==> src/rtl/conv_top_module.sv <==
// Fully-connected layer engine: eight signed Q-format dot products of one input vector against eight
// weight vectors, results saturated and written to the output RAM. Optional feature macro: RELU_EN.
module conv_top_module #(
  parameter int VEC_LEN   = 64,
  parameter int FRAC_BITS = 8
) (
  input  logic        clk,
  input  logic        reset,
  input  logic        xxx__dut__go,
  output logic        dut__xxx__finish,
  output logic [9:0]  dut__bvm__address,
  output logic        dut__bvm__enable,
  output logic        dut__bvm__write,
  output logic [15:0] dut__bvm__data,
  input  logic [15:0] bvm__dut__data,
  output logic [8:0]  dut__dim__address,
  output logic        dut__dim__enable,
  output logic        dut__dim__write,
  output logic [15:0] dut__dim__data,
  input  logic [15:0] dim__dut__data,
  output logic [2:0]  dut__dom__address,
  output logic [15:0] dut__dom__data,
  output logic        dut__dom__enable,
  output logic        dut__dom__write
);

  typedef enum logic [2:0] {
    S_IDLE  = 3'd0,
    S_READ  = 3'd1,
    S_DRAIN = 3'd2,
    S_WRITE = 3'd3,
    S_DONE  = 3'd4
  } state_t;

  localparam int         NUM_RD  = 8 * VEC_LEN;
  localparam logic [9:0] LAST_RD = 10'(NUM_RD - 1);

  state_t             state_q, state_d;
  logic [9:0]         cnt_q, cnt_d;
  logic [2:0]         wr_idx_q, wr_idx_d;
  logic               rd_valid_q, rd_valid_d;
  logic [2:0]         rd_filt_q, rd_filt_d;
  logic               rd_last_q, rd_last_d;
  logic [15:0]        x_hold_q, x_hold_d;
  logic signed [39:0] w_q [8];
  logic signed [39:0] w_d [8];

  logic [15:0]        x_cur;
  logic signed [31:0] prod;
  logic signed [39:0] w_sel;
  logic signed [39:0] shifted;
  logic [15:0]        sat_res;
  logic [15:0]        result;

  // Filter 0 of each element sees the input word straight off the RAM; filters 1..7 use the held copy.
  assign x_cur   = (rd_filt_q == 3'd0) ? dim__dut__data : x_hold_q;
  assign prod    = $signed(x_cur) * $signed(bvm__dut__data);
  assign w_sel   = w_q[wr_idx_q];
  assign shifted = w_sel >>> FRAC_BITS;

  always_comb begin
    sat_res = shifted[15:0];
    if (shifted > 40'sd32767) begin
      sat_res = 16'h7FFF;
    end else if (shifted < -40'sd32768) begin
      sat_res = 16'h8000;
    end
`ifdef RELU_EN
    result = sat_res[15] ? 16'h0000 : sat_res;
`else
    result = sat_res;
`endif
  end

  always_comb begin
    state_d    = state_q;
    cnt_d      = cnt_q;
    wr_idx_d   = wr_idx_q;
    rd_valid_d = 1'b0;
    rd_filt_d  = cnt_q[2:0];
    rd_last_d  = 1'b0;
    x_hold_d   = x_hold_q;
    w_d        = w_q;

    dut__xxx__finish  = 1'b0;
    dut__bvm__address = 10'd0;
    dut__bvm__enable  = 1'b0;
    dut__bvm__write   = 1'b0;
    dut__bvm__data    = 16'd0;
    dut__dim__address = 9'd0;
    dut__dim__enable  = 1'b0;
    dut__dim__write   = 1'b0;
    dut__dim__data    = 16'd0;
    dut__dom__address = 3'd0;
    dut__dom__data    = 16'd0;
    dut__dom__enable  = 1'b0;
    dut__dom__write   = 1'b0;

    // MAC beat for the read issued one cycle earlier
    if (rd_valid_q) begin
      if (rd_filt_q == 3'd0) begin
        x_hold_d = dim__dut__data;
      end
      w_d[rd_filt_q] = w_q[rd_filt_q] + $signed({{8{prod[31]}}, prod});
    end

    case (state_q)
      S_IDLE: begin
        if (xxx__dut__go) begin
          state_d = S_READ;
          cnt_d   = 10'd0;
          for (int f = 0; f < 8; f++) begin
            w_d[f] = '0;
          end
        end
      end
      S_READ: begin
        dut__bvm__enable  = 1'b1;
        dut__bvm__address = cnt_q;
        dut__dim__enable  = (cnt_q[2:0] == 3'd0);
        dut__dim__address = {2'b00, cnt_q[9:3]};
        rd_valid_d        = 1'b1;
        rd_last_d         = (cnt_q == LAST_RD);
        if (cnt_q == LAST_RD) begin
          state_d = S_DRAIN;
        end else begin
          cnt_d = cnt_q + 10'd1;
        end
      end
      S_DRAIN: begin
        // The last beat accumulates on this edge, so results are stable from the next cycle.
        if (rd_last_q) begin
          state_d  = S_WRITE;
          wr_idx_d = 3'd0;
        end
      end
      S_WRITE: begin
        dut__dom__enable  = 1'b1;
        dut__dom__write   = 1'b1;
        dut__dom__address = wr_idx_q;
        dut__dom__data    = result;
        wr_idx_d          = wr_idx_q + 3'd1;
        if (wr_idx_q == 3'd7) begin
          state_d = S_DONE;
        end
      end
      S_DONE: begin
        dut__xxx__finish = 1'b1;
        state_d          = S_IDLE;
      end
      default: begin
        state_d = S_IDLE;
      end
    endcase
  end

  always_ff @(posedge clk) begin
    if (reset) begin
      state_q    <= S_IDLE;
      cnt_q      <= 10'd0;
      wr_idx_q   <= 3'd0;
      rd_valid_q <= 1'b0;
      rd_filt_q  <= 3'd0;
      rd_last_q  <= 1'b0;
      x_hold_q   <= 16'd0;
      for (int f = 0; f < 8; f++) begin
        w_q[f] <= '0;
      end
    end else begin
      state_q    <= state_d;
      cnt_q      <= cnt_d;
      wr_idx_q   <= wr_idx_d;
      rd_valid_q <= rd_valid_d;
      rd_filt_q  <= rd_filt_d;
      rd_last_q  <= rd_last_d;
      x_hold_q   <= x_hold_d;
      for (int f = 0; f < 8; f++) begin
        w_q[f] <= w_d[f];
      end
    end
  end

endmodule

==> config.mk <==
export PLATFORM = sky130hd
export DESIGN_NAME = conv_top_module
export DESIGN_NICKNAME = d
export VERILOG_FILES = /design/src/rtl/conv_top_module.sv
export SDC_FILE = /design/constraint.sdc
export NUM_CORES = 2
export LEC_CHECK = 0
export CAP_MARGIN = 20
export CORE_MARGIN = 2
export CORE_UTILIZATION = 40
export CTS_CLUSTER_DIAMETER = 100
export CTS_CLUSTER_SIZE = 12
export DETAILED_ROUTE_END_ITERATION = 6
export GPL_ROUTABILITY_DRIVEN = 1
export PLACE_DENSITY = 0.6
export SLEW_MARGIN = 20
export SYNTH_ARGS = -nofsm -noshare
export SYNTH_HDL_FRONTEND = slang
export SYNTH_SLANG_ARGS = --single-unit
==> constraint.sdc <==
create_clock -name clk -period 15.3 [get_ports clk]
set_input_delay 1.53 -clock clk [delete_from_list [all_inputs] [get_ports clk]]
set_output_delay 1.53 -clock clk [all_outputs]
set_load 0.005 [all_outputs]
== Yosys cells after proc, flatten, opt, wreduce, memory -nomap -nowiden ==
Cells that the tools add are included.

* Output and inout bits: 77
* Bits in registers: 357
* Input bits: 35
* Word-level logic and storage cells: 81

* Reduce and logical (&&, ||, !) cells: 10
* Add/sub/neg operators: 3
* Bitwise logic cells: 3
* $mul: 1
* Multiplexer cells: 33
* Eq/ne operators: 11
* $lt $le $gt $ge: 5

{| class="wikitable"
|+ Operator list
! kind !! count
|-
| 320-bit 2-to-1 mux || 3
|-
| 320-bit bitwise mux || 1
|-
| 40-bit binary-select mux with 3-bit select || 2
|-
| 40-bit 2-to-1 mux || 5
|-
| 40-bit demux with 3-bit select || 1
|-
| 16-bit 2-to-1 mux || 4
|-
| 40-bit by 32-bit adder with 40-bit output || 1
|-
| 32-bit by 16-bit greater-than comparator with 1-bit output, second input constant || 1
|-
| 32-bit by 16-bit less-than comparator with 1-bit output, second input constant || 1
|-
| 16-bit by 16-bit multiplier with 32-bit output || 1
|-
| 10-bit 2-to-1 mux || 3
|-
| 10-bit one-hot mux with 2 select lines || 1
|-
| 3-bit 2-to-1 mux || 6
|-
| 3-bit one-hot mux with 4 select lines || 1
|-
| 10-bit by 1-bit adder with 10-bit output, second input constant || 1
|-
| 10-bit by 9-bit == test with 1-bit output, second input constant || 1
|-
| 2-bit inequality test, second input constant || 5
|-
| 3-bit zero test || 3
|-
| 4-bit greater-or-equal comparator, second input constant || 2
|-
| 3-bit inverter with 4-bit output || 2
|-
| 7-bit 2-to-1 mux || 1
|-
| 3-bit by 2-bit == test with 1-bit output, second input constant || 2
|-
| 3-bit == test, second input constant || 2
|-
| 3-bit one-hot mux with 2 select lines || 1
|-
| 11 further kinds || 15
|}

== Logic depth before layout (Yosys ltp) ==
* Depth in word-level cells: 9
* Gate-level depth with buffers: 28
* Gate-level depth less buffers: 25

== Least setup slack after synthesis ==
Ideal clock, no wire load.

* Path kind: input port to flip-flop
* Start point: in dim__dut__data[15]
* End point: reg w_q[279] in the netlist's numbering
* Slack: 7.276 ns
* Arrival time: 7.903 ns
* Stages: 25
* Path through: mux2_2 -> clkbuf_1 -> nand2_1 -> inv_1 -> fa_1 -> fa_1 -> inv_1 -> fa_1 -> fa_1 -> inv_1 -> fa_1 -> inv_1 -> fa_1 -> inv_1 -> ha_1 -> clkbuf_1 -> and3_1 -> o21a_1 -> a311oi_1 -> nand4_1 -> nand2_1 -> a31o_2 -> clkbuf_1 -> and3_1 -> nor3_1

* Cells in the longest elaborated chain, start to end: 7

{| class="wikitable"
|+ Ends and longest elaborated chain
! item !! RTL line !! RTL
|-
| start: declaration || 20 || <nowiki>input logic [15:0] dim__dut__data,</nowiki>
|-
| 16-bit 2-to-1 mux * || - ||
|-
| 16-bit by 16-bit multiplier with 32-bit output * || 57 || <nowiki>assign prod = $signed(x_cur) * $signed(bvm__dut__data);</nowiki>
|-
| 40-bit by 32-bit adder with 40-bit output * || 104 || <nowiki>w_d[rd_filt_q] = w_q[rd_filt_q] + $signed({{8{prod[31]}}, prod});</nowiki>
|-
| 320-bit bitwise mux * || 104 ||
|-
| 320-bit 2-to-1 mux * || 100 || <nowiki>if (rd_valid_q) begin</nowiki>
|-
| 320-bit 2-to-1 mux || 109 || <nowiki>if (xxx__dut__go) begin</nowiki>
|-
| 320-bit 2-to-1 mux * || 107 || <nowiki>case (state_q)</nowiki>
|-
| end signal: indexed assignment || 178 || <nowiki>w_q[f] <= w_d[f];</nowiki>
|-
| end: declaration || 45 || <nowiki>logic signed [39:0] w_q [8];</nowiki>
|}

Mark *: on every way between the ends. The rest lies on a longest branch, timed or not.
A chain may end at the register's enable or synchronous reset.

== Final worst setup path ==
* Start point: in bvm__dut__data[1]
* End point: reg w_q[237] in the netlist's numbering

* Cells in the longest elaborated chain, start to end: 6

{| class="wikitable"
|+ Ends and longest elaborated chain
! item !! RTL line !! RTL
|-
| start: declaration || 15 || <nowiki>input logic [15:0] bvm__dut__data,</nowiki>
|-
| 16-bit by 16-bit multiplier with 32-bit output * || 57 ||
|-
| 40-bit by 32-bit adder with 40-bit output * || 104 ||
|-
| 320-bit bitwise mux * || 104 ||
|-
| 320-bit 2-to-1 mux * || 100 ||
|-
| 320-bit 2-to-1 mux || 109 ||
|-
| 320-bit 2-to-1 mux * || 107 ||
|}

Marks and branches as above.

==> qor.log <==
[placement] DPL Wire Length 62,400 um
[routing] detailed-router iteration count before antenna repair 7
[routing] routed vias/inst 5.59
[grt] antenna violations before repair 0
[sta] number of endpoints with negative hold slack in the final report 0
[cts] root buffer cell sky130_fd_sc_hd__clkbuf_16
[cts] clock tree buffer depth 3
[critical_path] source of the critical timing path bvm__dut__data[1]
[layout] layout cell share with drive strength beyond 1 7.12%
[synthesis] most common flop cell mapped by yosys sky130_fd_sc_hd__dfxtp_1
[sta] transition at the pin with the smallest max-transition slack 1.22 ns
[layout] area of the multi-input gates 20,400 um^2
[layout] area of all sequential standard cells 7160 um^2
[grt] global-route wire length before repair 144,000 um
[sta] Period Utilization, post-route 58.2%
[floorplanning] overall die height 278 um
[cts] number of sinks handled by clock tree synthesis 357
[cts] clock insertion delay at the later pin of the skew report 0.55 ns
[layout] fin area 32,300 um^2
[worst_hold_path] cell depth of the worst hold path 2
[floorplanning] area of the placeable core 74,300 um^2
[placement] gp weighted congestion 0.884
[worst_hold_path] Hold Path End w_q[284]
[floorplanning] initial cell density of the core 40.4%
[sta] highest clock rate 0.112 GHz
[layout] most frequent cells in the layout sky130_fd_sc_hd__nand2_1, sky130_fd_sc_hd__inv_1, sky130_fd_sc_hd__dfxtp_1
[sta] worst clock skew on the final layout 0.0275 ns
[worst_hold_path] hold path startpoint w_q[284]
[placement] PortBufs 75
[critical_path] crit-path max FO 16
[critical_path] Register-to-Register Setup Slack 6.48 ns
[critical_path] arrival time of data at the critical path endpoint 9.29 ns
[layout] Util after Layout 43.5%
[cts] total CTS buffers 35
[sta] total negative slack 0 ns
[routing] via total after detailed routing 24,400
[status] violated checks design-rule violations
[critical_path] endpoint of the worst register-to-register path w_q[237]
[sta] RSZ-0062 raised after global routing false
[sta] Slew HR 18.9%
[routing] Routed wire per std cell 21.2 um
[run] count of max-cap constraint violations 0
[routing] final routed DRC violation total 3
[layout] area added between synthesis and finish 7.64%
[synthesis] flops & latches, synth 357
[critical_path] startpoint of the worst register-to-register path rd_filt_q[0]
[synthesis] share of async-settable or async-resettable flops after synthesis 0%
[cts] Worst-path clk slew 0.06 ns
[synthesis] Post-Syn Instances 3,453
[layout] Post-layout nets 3,866
[floorplanning] number of rows created at floorplan 100
[critical_path] element type at the critical path end flop
[layout] count of placed standard cells in the final layout, fillers left out 4,357
[status] result of the run finished with violations
[cts] H-tree lvl count 2
[routing] Post-DRT Antenna Nets 0
[grt] pin count of the biggest net entering global routing 97
[synthesis] average instance area after synthesis 8.69 um^2
[synthesis] Unique masters post-synth 72
[placement] DP Cell Count 4,314
[sta] fin crit period 8.90 ns
[grt] overall overflow remaining after global route 0
[synthesis] count of synthesis-stage warnings from yosys 0
[grt] met3 usage 2.79%
[synthesis] part of the Yosys area used for sequential elements 23.8%
[sta] final setup violating endpoints 0
[grt] GR met1 Demand/Resource 32.6%
[cts] CTS hold repair buffers 0
[routing] Detailed Route WL 92,400 um
[floorplanning] number of top-level design ports 112
[floorplanning] area of the die 77,200 um^2
[routing] Detailed Route Iter0 Violations 2,420
[grt] via count of the first global-routing pass 23,800
[floorplanning] die width 278 um
[cts] total of cells resized after clock tree synthesis 0
[synthesis] cell area after synthesis 30,000 um^2
[critical_path] WP data required 15.69 ns
[worst_hold_path] worst hold-check path type reg -> reg
[grt] GRT Overall Usage 23.8%
[cts] TritonCTS clock tree built
[layout] most common library cell in the layout ignoring fill and taps sky130_fd_sc_hd__nand2_1
[cts] postcts setup bufs 0
[grt] busiest metal layer after global routing met2
[critical_path] R2R cell count 23
[synthesis] Post-synth EDFFs 0
[grt] met2 demand-to-capacity share in global routing 39.3%
[placement] Placement Cell Area 31,400 um^2
[critical_path] element type at the critical path start input port
[critical_path] Crit Path Class in -> reg
[sta] max-slew violations 0
[layout] number of fillers in the final layout 7,419
## through the flow
stage                     hold WS (ns)  setup slack (ns)
after floorplan                  0.433              7.28
after global placement           0.439              5.91
after detailed placement         0.443              5.87
after CTS                        0.452              6.41
after global routing             0.468              5.85
final                            0.453              6.40
## worst max path at each step
stage	to	slack [ns]	depth (start not counted)
floorplan	w_q[279]	7.28	25
global placement	w_q[197]	5.91	22
detailed placement	w_q[237]	5.87	22
CTS	w_q[237]	6.41	22
global route	w_q[237]	5.85	23
finish	w_q[237]	6.40	22
## logic make-up after synthesis
logic type	synth area share [%]
flip-flops	23.8
AND/OR/NAND/NOR	16.0
buffers and inverters	9.20
XOR/XNOR	1.31
other	0.0125
AO/OA/AOI/OAI	12.0
adder cells (fa/ha/maj)	27.0
multiplexers	10.6
## synthesized netlist by cell type, drive strengths merged (38+ instances only)
library cell / count / share of area (%)
o22ai: 38 / 0.79
mux4: 66 / 5.0
nor2: 153 / 1.9
ha: 119 / 5.0
clkbuf: 176 / 2.2
nand2: 603 / 7.5
a21oi: 269 / 4.5
buf: 84 / 1.8
and2: 104 / 2.2
nand3: 94 / 1.6
inv: 416 / 5.2
mux2i: 107 / 3.6
o21ai: 159 / 2.7
fa: 330 / 22
dfxtp: 357 / 24
mux2: 55 / 2.1
## critical path: stages
cell	delay [ns]
sky130_fd_sc_hd__clkdlybuf4s50_1	1.01
sky130_fd_sc_hd__nand2_1	0.27
sky130_fd_sc_hd__inv_1	0.16
sky130_fd_sc_hd__fa_1	0.54
sky130_fd_sc_hd__fa_1	0.59
sky130_fd_sc_hd__inv_1	0.19
sky130_fd_sc_hd__fa_1	0.67
sky130_fd_sc_hd__fa_1	0.56
sky130_fd_sc_hd__inv_1	0.05
sky130_fd_sc_hd__fa_1	0.53
sky130_fd_sc_hd__inv_1	0.05
sky130_fd_sc_hd__fa_1	0.47
sky130_fd_sc_hd__inv_1	0.04
sky130_fd_sc_hd__ha_1	0.38
sky130_fd_sc_hd__and3_1	0.19
sky130_fd_sc_hd__o21a_1	0.16
sky130_fd_sc_hd__a311oi_1	0.57
sky130_fd_sc_hd__nand4_1	0.29
sky130_fd_sc_hd__nand2_1	0.16
sky130_fd_sc_hd__a21boi_0	0.11
sky130_fd_sc_hd__xnor2_1	0.60
sky130_fd_sc_hd__a21oi_1	0.16
## sequential cells by signal (all words and copies together), names as in the netlist
name,count
w_q,320
wr_idx_q,3
rd_filt_q,3
cnt_q,10
rd_last_q,1
x_hold_q,16
rd_valid_q,1
state_q,3
## final cells by class
cell class | count | area share, %
clock inverter | 3 | 0.0929
inverter | 416 | 4.83
tap | 969 | 3.75
antenna | 1 | 0.00775
timing repair buffer | 117 | 3.30
sequential | 357 | 22.2
clock buffer | 39 | 2.82
multi-input combinational | 2455 | 63.0
## metal layers
metal / part of all wire [%] / vias to the layer above
li1: - / 11100
met1: 42 / 12100
met4: 3.4 / 0
met3: 7.1 / 147
met5: 0 / -
met2: 47 / 935
Power is not shown: default switching activity piles up to over one toggle a cycle in this logic, so the estimate is an artifact.
